==> src/rtl/pan_ascii_framer.sv <==
// ASCII byte stream to PAN digit framing: strips separators, bounds length,
// enforces inter-character timeout and discards malformed frames to their terminator.
module pan_ascii_framer #(
  parameter int unsigned MAX_DIGITS     = 19,
  parameter int unsigned TIMEOUT_CYCLES = 1000000,
  parameter int unsigned TO_W           = 20
) (
  input  logic       clk,
  input  logic       rst,
  input  logic [7:0] byte_in,
  input  logic       byte_valid,
  output logic       byte_ready,
  output logic       start,
  output logic       digit_valid,
  output logic [3:0] digit_in,
  output logic       pan_end,
  output logic       abort,
  output logic       busy,
  output logic       frame_err,
  output logic [1:0] err_code,
  output logic [4:0] digit_count
);

  localparam logic [1:0] S_IDLE    = 2'd0;
  localparam logic [1:0] S_START   = 2'd1;
  localparam logic [1:0] S_DIGITS  = 2'd2;
  localparam logic [1:0] S_DISCARD = 2'd3;

  localparam logic [1:0] E_NONE    = 2'd0;
  localparam logic [1:0] E_BAD     = 2'd1;
  localparam logic [1:0] E_LONG    = 2'd2;
  localparam logic [1:0] E_TIMEOUT = 2'd3;

  logic [1:0]      state, state_nx;
  logic [3:0]      hold, hold_nx;
  logic [TO_W-1:0] idle_cnt, idle_cnt_nx;
  logic            start_nx, digit_valid_nx, pan_end_nx, abort_nx, frame_err_nx;
  logic [3:0]      digit_in_nx;
  logic [1:0]      err_code_nx;
  logic [4:0]      digit_count_nx;
  logic            accept, is_dig, is_sep, is_term, is_esc, timed_out;

  assign byte_ready = !rst && (state != S_START);
  assign busy       = (state != S_IDLE);
  assign accept     = byte_valid && byte_ready;

  // Character classification
  assign is_dig  = (byte_in >= 8'h30) && (byte_in <= 8'h39);
  assign is_sep  = (byte_in == 8'h20) || (byte_in == 8'h2D);
  assign is_term = (byte_in == 8'h0D) || (byte_in == 8'h0A);
  assign is_esc  = (byte_in == 8'h1B);

  assign timed_out = (idle_cnt == TO_W'(TIMEOUT_CYCLES - 1));

  // Next-state and next-output logic
  always_comb begin
    state_nx       = state;
    hold_nx        = hold;
    idle_cnt_nx    = '0;
    start_nx       = 1'b0;
    digit_valid_nx = 1'b0;
    digit_in_nx    = digit_in;
    pan_end_nx     = 1'b0;
    abort_nx       = 1'b0;
    frame_err_nx   = frame_err;
    err_code_nx    = err_code;
    digit_count_nx = digit_count;
    case (state)
      S_IDLE: begin
        if (accept && is_dig) begin
          hold_nx  = byte_in[3:0];
          start_nx = 1'b1;
          state_nx = S_START;
        end
      end
      S_START: begin
        digit_valid_nx = 1'b1;
        digit_in_nx    = hold;
        digit_count_nx = 5'd1;
        frame_err_nx   = 1'b0;
        err_code_nx    = E_NONE;
        state_nx       = S_DIGITS;
      end
      S_DIGITS: begin
        if (accept) begin
          if (is_dig) begin
            if (digit_count < 5'(MAX_DIGITS)) begin
              digit_valid_nx = 1'b1;
              digit_in_nx    = byte_in[3:0];
              digit_count_nx = digit_count + 5'd1;
            end else begin
              abort_nx     = 1'b1;
              err_code_nx  = E_LONG;
              frame_err_nx = 1'b1;
              state_nx     = S_DISCARD;
            end
          end else if (is_sep) begin
            state_nx = S_DIGITS;
          end else if (is_term) begin
            pan_end_nx = 1'b1;
            state_nx   = S_IDLE;
          end else if (is_esc) begin
            abort_nx    = 1'b1;
            err_code_nx = E_NONE;
            state_nx    = S_IDLE;
          end else begin
            abort_nx     = 1'b1;
            err_code_nx  = E_BAD;
            frame_err_nx = 1'b1;
            state_nx     = S_DISCARD;
          end
        end else if (timed_out) begin
          abort_nx     = 1'b1;
          err_code_nx  = E_TIMEOUT;
          frame_err_nx = 1'b1;
          state_nx     = S_IDLE;
        end else begin
          idle_cnt_nx = idle_cnt + TO_W'(1);
        end
      end
      default: begin
        if (accept && (is_term || is_esc)) state_nx = S_IDLE;
      end
    endcase
  end

  // State and registered outputs
  always_ff @(posedge clk) begin
    if (rst) begin
      state       <= S_IDLE;
      hold        <= '0;
      idle_cnt    <= '0;
      start       <= 1'b0;
      digit_valid <= 1'b0;
      digit_in    <= '0;
      pan_end     <= 1'b0;
      abort       <= 1'b0;
      frame_err   <= 1'b0;
      err_code    <= '0;
      digit_count <= '0;
    end else begin
      state       <= state_nx;
      hold        <= hold_nx;
      idle_cnt    <= idle_cnt_nx;
      start       <= start_nx;
      digit_valid <= digit_valid_nx;
      digit_in    <= digit_in_nx;
      pan_end     <= pan_end_nx;
      abort       <= abort_nx;
      frame_err   <= frame_err_nx;
      err_code    <= err_code_nx;
      digit_count <= digit_count_nx;
    end
  end

endmodule

==> config.mk <==
export PLATFORM = sky130hd
export DESIGN_NAME = pan_ascii_framer
export DESIGN_NICKNAME = d
export VERILOG_FILES = /design/src/rtl/pan_ascii_framer.sv
export SDC_FILE = /design/constraint.sdc
export NUM_CORES = 1
export LEC_CHECK = 0
export CAP_MARGIN = 0
export CORE_MARGIN = 3
export CORE_UTILIZATION = 54
export CTS_CLUSTER_SIZE = 20
export DETAILED_ROUTE_END_ITERATION = 10
export PLACE_DENSITY_LB_ADDON = 0.1
export SLEW_MARGIN = 20
export SYNTH_ARGS = -nofsm -noshare
export SYNTH_HDL_FRONTEND = slang
export SYNTH_SLANG_ARGS = --single-unit
==> constraint.sdc <==
create_clock -name clk -period 3.2 [get_ports clk]
set_input_delay 0.32 -clock clk [delete_from_list [all_inputs] [get_ports clk]]
set_output_delay 0.32 -clock clk [all_outputs]
set_load 0.02 [all_outputs]
Yosys cells after proc, flatten, opt, wreduce, memory -nomap -nowiden
Cells that the tools add are included.
- $add $sub $neg: 2
- order comparisons: 3
- equality and inequality tests: 18
- muxes and demuxes: 46
- bitwise operators: 3
- reductions and logical operators: 22
- operators by type and width (kind ; number):
    $mux W2 ; 15
    $add A20 B1 Y20 const B ; 1
    $eq A20 B20 Y1 const B ; 1
    $mux W1 ; 19
    $eq A8 B4 Y1 const B ; 2
    $eq A8 B6 Y1 const B ; 2
    $ne A4 B4 Y1 const B ; 4
    $mux W5 ; 3
    $mux W4 ; 3
    $pmux W5 S2 ; 1
    $eq A8 B5 Y1 const B ; 1
    $ge A8 B6 Y1 const B ; 1
    $le A8 B6 Y1 const B ; 1
    $ne A2 B2 Y1 const B ; 4
    $pmux W4 S2 ; 1
    $reduce_and A4 Y1 ; 2
    $pmux W2 S3 ; 1
    $reduce_and A6 Y1 ; 1
    $add A5 B1 Y5 const B ; 1
    $logic_and A1 B1 Y1 ; 5
    $lt A5 B5 Y1 const B ; 1
    $reduce_and A5 Y1 ; 1
    $reduce_or A5 Y1 ; 1
    $pmux W1 S2 ; 2
    other kinds (14) ; 20
- bits in registers: 42
- input port bits: 11
- output and inout bits: 18

Depth between registers and ports, before layout
- word-level depth: 7
- mapped depth: 8
- depth with buffers taken out: 8

Least setup slack after synthesis
Ideal clock, no wire load.
- path type: register -> register
- start: register state[1]
- end: register state[0]
- arrival time: 2.178 ns
- data required time: 3.129 ns
- path slack: 0.952 ns
- cell stages (with the launch flop): 9
- path buffers: 0
- period minus slack after synthesis: 2.248 ns
- cells stage by stage: dfxtp_1 inv_1 ha_1 nor3b_2 nand4_1 o21a_1 a32o_2 or3_1 a21oi_1
- longest elaborated chain between the ends: 6
- elaborated cells between the ends (all ways): 15
- those cells by class: eq/ne: 6; mux: 2; reduce/logical: 7
- RTL lines (what ; line ; RTL):
    from (decl) ; 34 ; logic [1:0] state, state_nx;
    from (signal assigned) ; 142 ; state <= state_nx;
    $ne A2 B1 Y1 ; 43 ; assign byte_ready = !rst && (state != S_START);
    $logic_and A1 B1 Y1 ; 43 ;
    $logic_and A1 B1 Y1 ; 45 ; assign accept = byte_valid && byte_ready;
    $logic_and A1 B1 Y1 (on tied branches) ; 122, 70 ;
    $reduce_bool A4 Y1 (no line) or $ne A2 B2 Y1 (tied branches) ; -- ;
    $reduce_and A4 Y1 (no line) ; -- ;
Parallel ways exist; a longest one is shown, timed or not.
A chain may end at the register's enable or synchronous reset.

Worst setup path in the final report
- start: register state[0]
- end: register frame_err
- longest elaborated chain between the ends: 5
- elaborated cells between the ends (all ways): 14
- those cells by class: eq/ne: 8; mux: 2; reduce/logical: 4
- RTL lines (what ; line ; RTL):
    $ne A2 B1 Y1 ; 43 ;
    $logic_and A1 B1 Y1 ; 43 ;
    $logic_and A1 B1 Y1 ; 45 ;
    $mux W1 ; 85 ; if (accept) begin
    $pmux W1 S2 * ; 68 ; case (state)
    named net frame_err_nx ; 37 ; logic start_nx, digit_valid_nx, pan_end_nx, abort_nx, frame_err_nx;
    to (signal assigned) ; 150 ; frame_err <= frame_err_nx;
    to (decl) ; 19 ; output logic frame_err,
Mark *: on every way through the listed nets, which the timed path passes. The rest lies on a longest branch.

==> impl_metrics.csv <==
group,metric,value,unit
outcome,status,"finished, final reports clean",
clock_tree,cts_made_buffers,5,
timing,setup_viol,0,
worst_setup_path,slowest_delay,0.54,ns
grt,grt_util_met2,24.08,%
cells_and_area,fin_area,2541,um^2
power_and_ir_drop,leakagePower,0.8944,nW
worst_setup_path,crit_path_start_kind,"register",
drt,totalWireLength,4079,um
timing,clock_skew,0.006715,ns
grt,grt_pass1_wl,6637,um
place,dp_slack,0.6193,ns
synth,ys.flop_type,"dfxtp_1",
drt,first_pass_iters,4,
die,initial_utilization,56.67,%
clock_tree,cts.repair.resized,0,
synth,synth_cells,245,
worst_setup_path,crit_path_max_fanout,14,
timing,setup-tns-final,0,ns
drt,via_count,1748,
worst_setup_path,crit_type,"reg2reg",
worst_hold_path,hold_class,"reg2reg",
worst_setup_path,worst_ep_required_time,3.40,ns
power_and_ir_drop,power-per-cell-area,393.4,nW/um^2
worst_setup_path,slowest_stage,"ha_1",
clock_tree,cts_setup_buffers,0,
worst_setup_path,crit_chain,"inv_1, ha_1, inv_1, nor2_1, nand3_1, o41ai_1, nor2_1, o21a_1",
cells_and_area,nNetsFinal,290,
place,io_buffers,28,
drt,drc,0,
power_and_ir_drop,irDropWorstVdd,0.2544,mV
grt,grt_busiest_layer,"met1",
synth,ys_ff_latch,42,
drt,vias_per_cell,5.429,
clock_tree,worstSkewPairLatency,0.30,ns
synth,post_synth.cell_area_avg,8.595,um^2
place,dp_hpwl,2982,um
grt,grt_usage,18.90,%
timing,slew_headroom,54.41,%
synth,synth_top_family_by_area,"simple AND/OR/NAND/NOR gates",
timing,max_clock_freq,0.4085,GHz
die,pin_count,29,
grt,grt_max_degree,21,
clock_tree,cts_tree,"done",
synth,synth-xor-area-share,7.487,%
clock_tree,path_clk_slew,0.08,ns
timing,period_needed,2.448,ns
drt,ant_nets,0,
synth,synthSimpleGateAreaFrac,29.17,%
clock_tree,cts.sinks,42,
timing,postLayoutSetupSlackWorst,0.7518,ns
grt,grt_pass1_vias,1394,
drt,drt_iter0_markers,110,
place,routabilityCongestion,0.9048,
clock_tree,clockBufferDepth,2,
timing,period_share,76.51,%
synth,synth_cell_types,48,
cells_and_area,drive_gt1_share,6.204,%
synth,yosys_warnings,0,
die,dieWidth,68.45,um
cells_and_area,multi_input_area,1186,um^2
synth,synthAdderAreaFrac,3.565,%
die,rows,22,
grt,antenna_found_initial,0,
synth,synth_edf_count,0,
drt,routedWlPerCell,12.67,um
cells_and_area,fillCellCount,313,
synth,yosysTopAreaCellShare,39.93,%
die,core_area,3716,um^2
synth,synth.largest_area_cell,"dfxtp_1",
cells_and_area,n_antenna_cell,0,
worst_setup_path,critPathCaptureType,"register",
place,placed_cell_area,2431,um^2
grt,grt-ovfl-total,0,
timing,hold_violations,0,
timing,fin_hold_ws,0.4475,ns
die,dieArea,4685,um^2
clock_tree,hold_buffers,0,
synth,synth_area,2106,um^2
grt,grtUsageMet3,6.240,%
die,die_y,68.45,um
grt,grt_util_met1,29.00,%
clock_tree,clock-root-buffer,"clkbuf_8",
cells_and_area,area_growth,20.68,%
synth,synth_compound_area_share,12.77,%
synth,syn-num-nets,262,
worst_setup_path,cp.arrival,2.65,ns
timing,rsz0062_at_grt,"no",
clock_tree,htree_levels,2,
synth,synth.mux.area_fraction,3.327,%
synth,yosysSeqAreaShare,39.93,%
cells_and_area,register_area,840.8,um^2
timing,worst_pin_slew,0.6743,ns
timing,drv_slew,0,
synth,async_flop_share,0,%
job,drv_cap,0,
synth,synthTopCellsByArea,"dfxtp_1, nor2_1, xnor2_1, ha_1, mux2i_1",
where the power goes:
part | total (W) | internal, W | switching [W]
combinational | 0.0000574 | 0.0000264 | 0.0000311
sequential | 0.000525 | 0.000524 | 0.00000105
clock | 0.000418 | 0.000233 | 0.000185
cells in the final DEF, fill, tap and decap left out, drive strengths merged, types with 3 or more instances in the layout:
cell type and instances:
o21ai 7, nor3 8, nor3b 5, mux2i 7, a21oi 6, inv 11, or3 3, nand2 10
nand4 3, and2 3, o21a 3, clkbuf 6, nor2 44, clkdlybuf4s50 28, xor2 7, a211oi 6
nand3 12, ha 6, and3 6, xnor2 11, nor4b 3, dfxtp 42, buf 3
sequential cells by signal, summed over array words and instances (netlist names):
signal,flops
hold,4
abort,1
start,1
pan_end,1
idle_cnt,20
digit_count,5
frame_err,1
digit_valid,1
state,2
err_code,2
digit_in,4
metrics by stage:
| step | total power, W | instances | util (%) |
|---|---|---|---|
| after floorplan | 0.0005682 | 245 | - |
| after global placement | 0.0005935 | 314 | 65.42 |
| after detailed placement | 0.0005936 | 314 | 65.42 |
| after CTS | 0.001008 | 322 | 68.38 |
| after global routing | 0.001040 | 322 | 68.38 |
| final | 0.0009998 | 322 | 68.38 |
kinds of logic after synthesis:
logic type	after synthesis
AO/OA/AOI/OAI	38
adder cells (fa/ha/maj)	6
multiplexers	7
flip-flops	42
buffers and inverters	21
XOR/XNOR	18
AND/OR/NAND/NOR	113
layout make-up:
cell class / count / area share [%]
Multi-Input combinational cell: 182 / 46.68
Clock inverter: 2 / 1.477
Clock buffer: 6 / 2.856
Sequential cell: 42 / 33.09
Timing Repair Buffer: 31 / 11.92
Inverter: 11 / 1.625
Tap cell: 48 / 2.363
path summary, 6_finish.rpt:
kind / from / to / slack [ns] / cells after the start
setup / recovery: state[0] / frame_err / 0.75 / 8
hold / removal: idle_cnt[0] / idle_cnt[0] / 0.45 / 1
setup reg to reg: state[0] / frame_err / 0.75 / 8
hold reg to reg: idle_cnt[0] / idle_cnt[0] / 0.45 / 1
cells in the mapped netlist (all sizes together), types with 2 or more instances:
master   instances
and4             2
nand2           10
ha               6
a211oi           6
xor2             7
nand3           12
a21o             2
o2111ai          2
mux2i            7
nand4            3
o21ai            7
and3             6
clkbuf          10
inv             11
and2             3
o21a             3
or2              2
nor3             8
a21boi           2
nor2            44
nor2b            2
a21oi            6
or3              3
nor4b            3
a41o             2
a41oi            2
nor4             2
dfxtp           42
nor3b            5
xnor2           11
routing by layer:
layer,routed length (um),vias up,part of all wire (%)
met4,45,0,1.1
li1,-,916,-
met3,227,5,5.6
met1,2143,788,53
met2,1662,39,41
met5,0,-,0
critical path, delay by kind of cell, from the launching register on:
kind            cells  cell delay [ns]
fa+ha+maj           1             0.54
buf+inv             2             0.28
simple gates        3             0.53
flops               1             0.35
compound gates      2             0.66
Note: power is estimated with default switching activity, not from simulation.
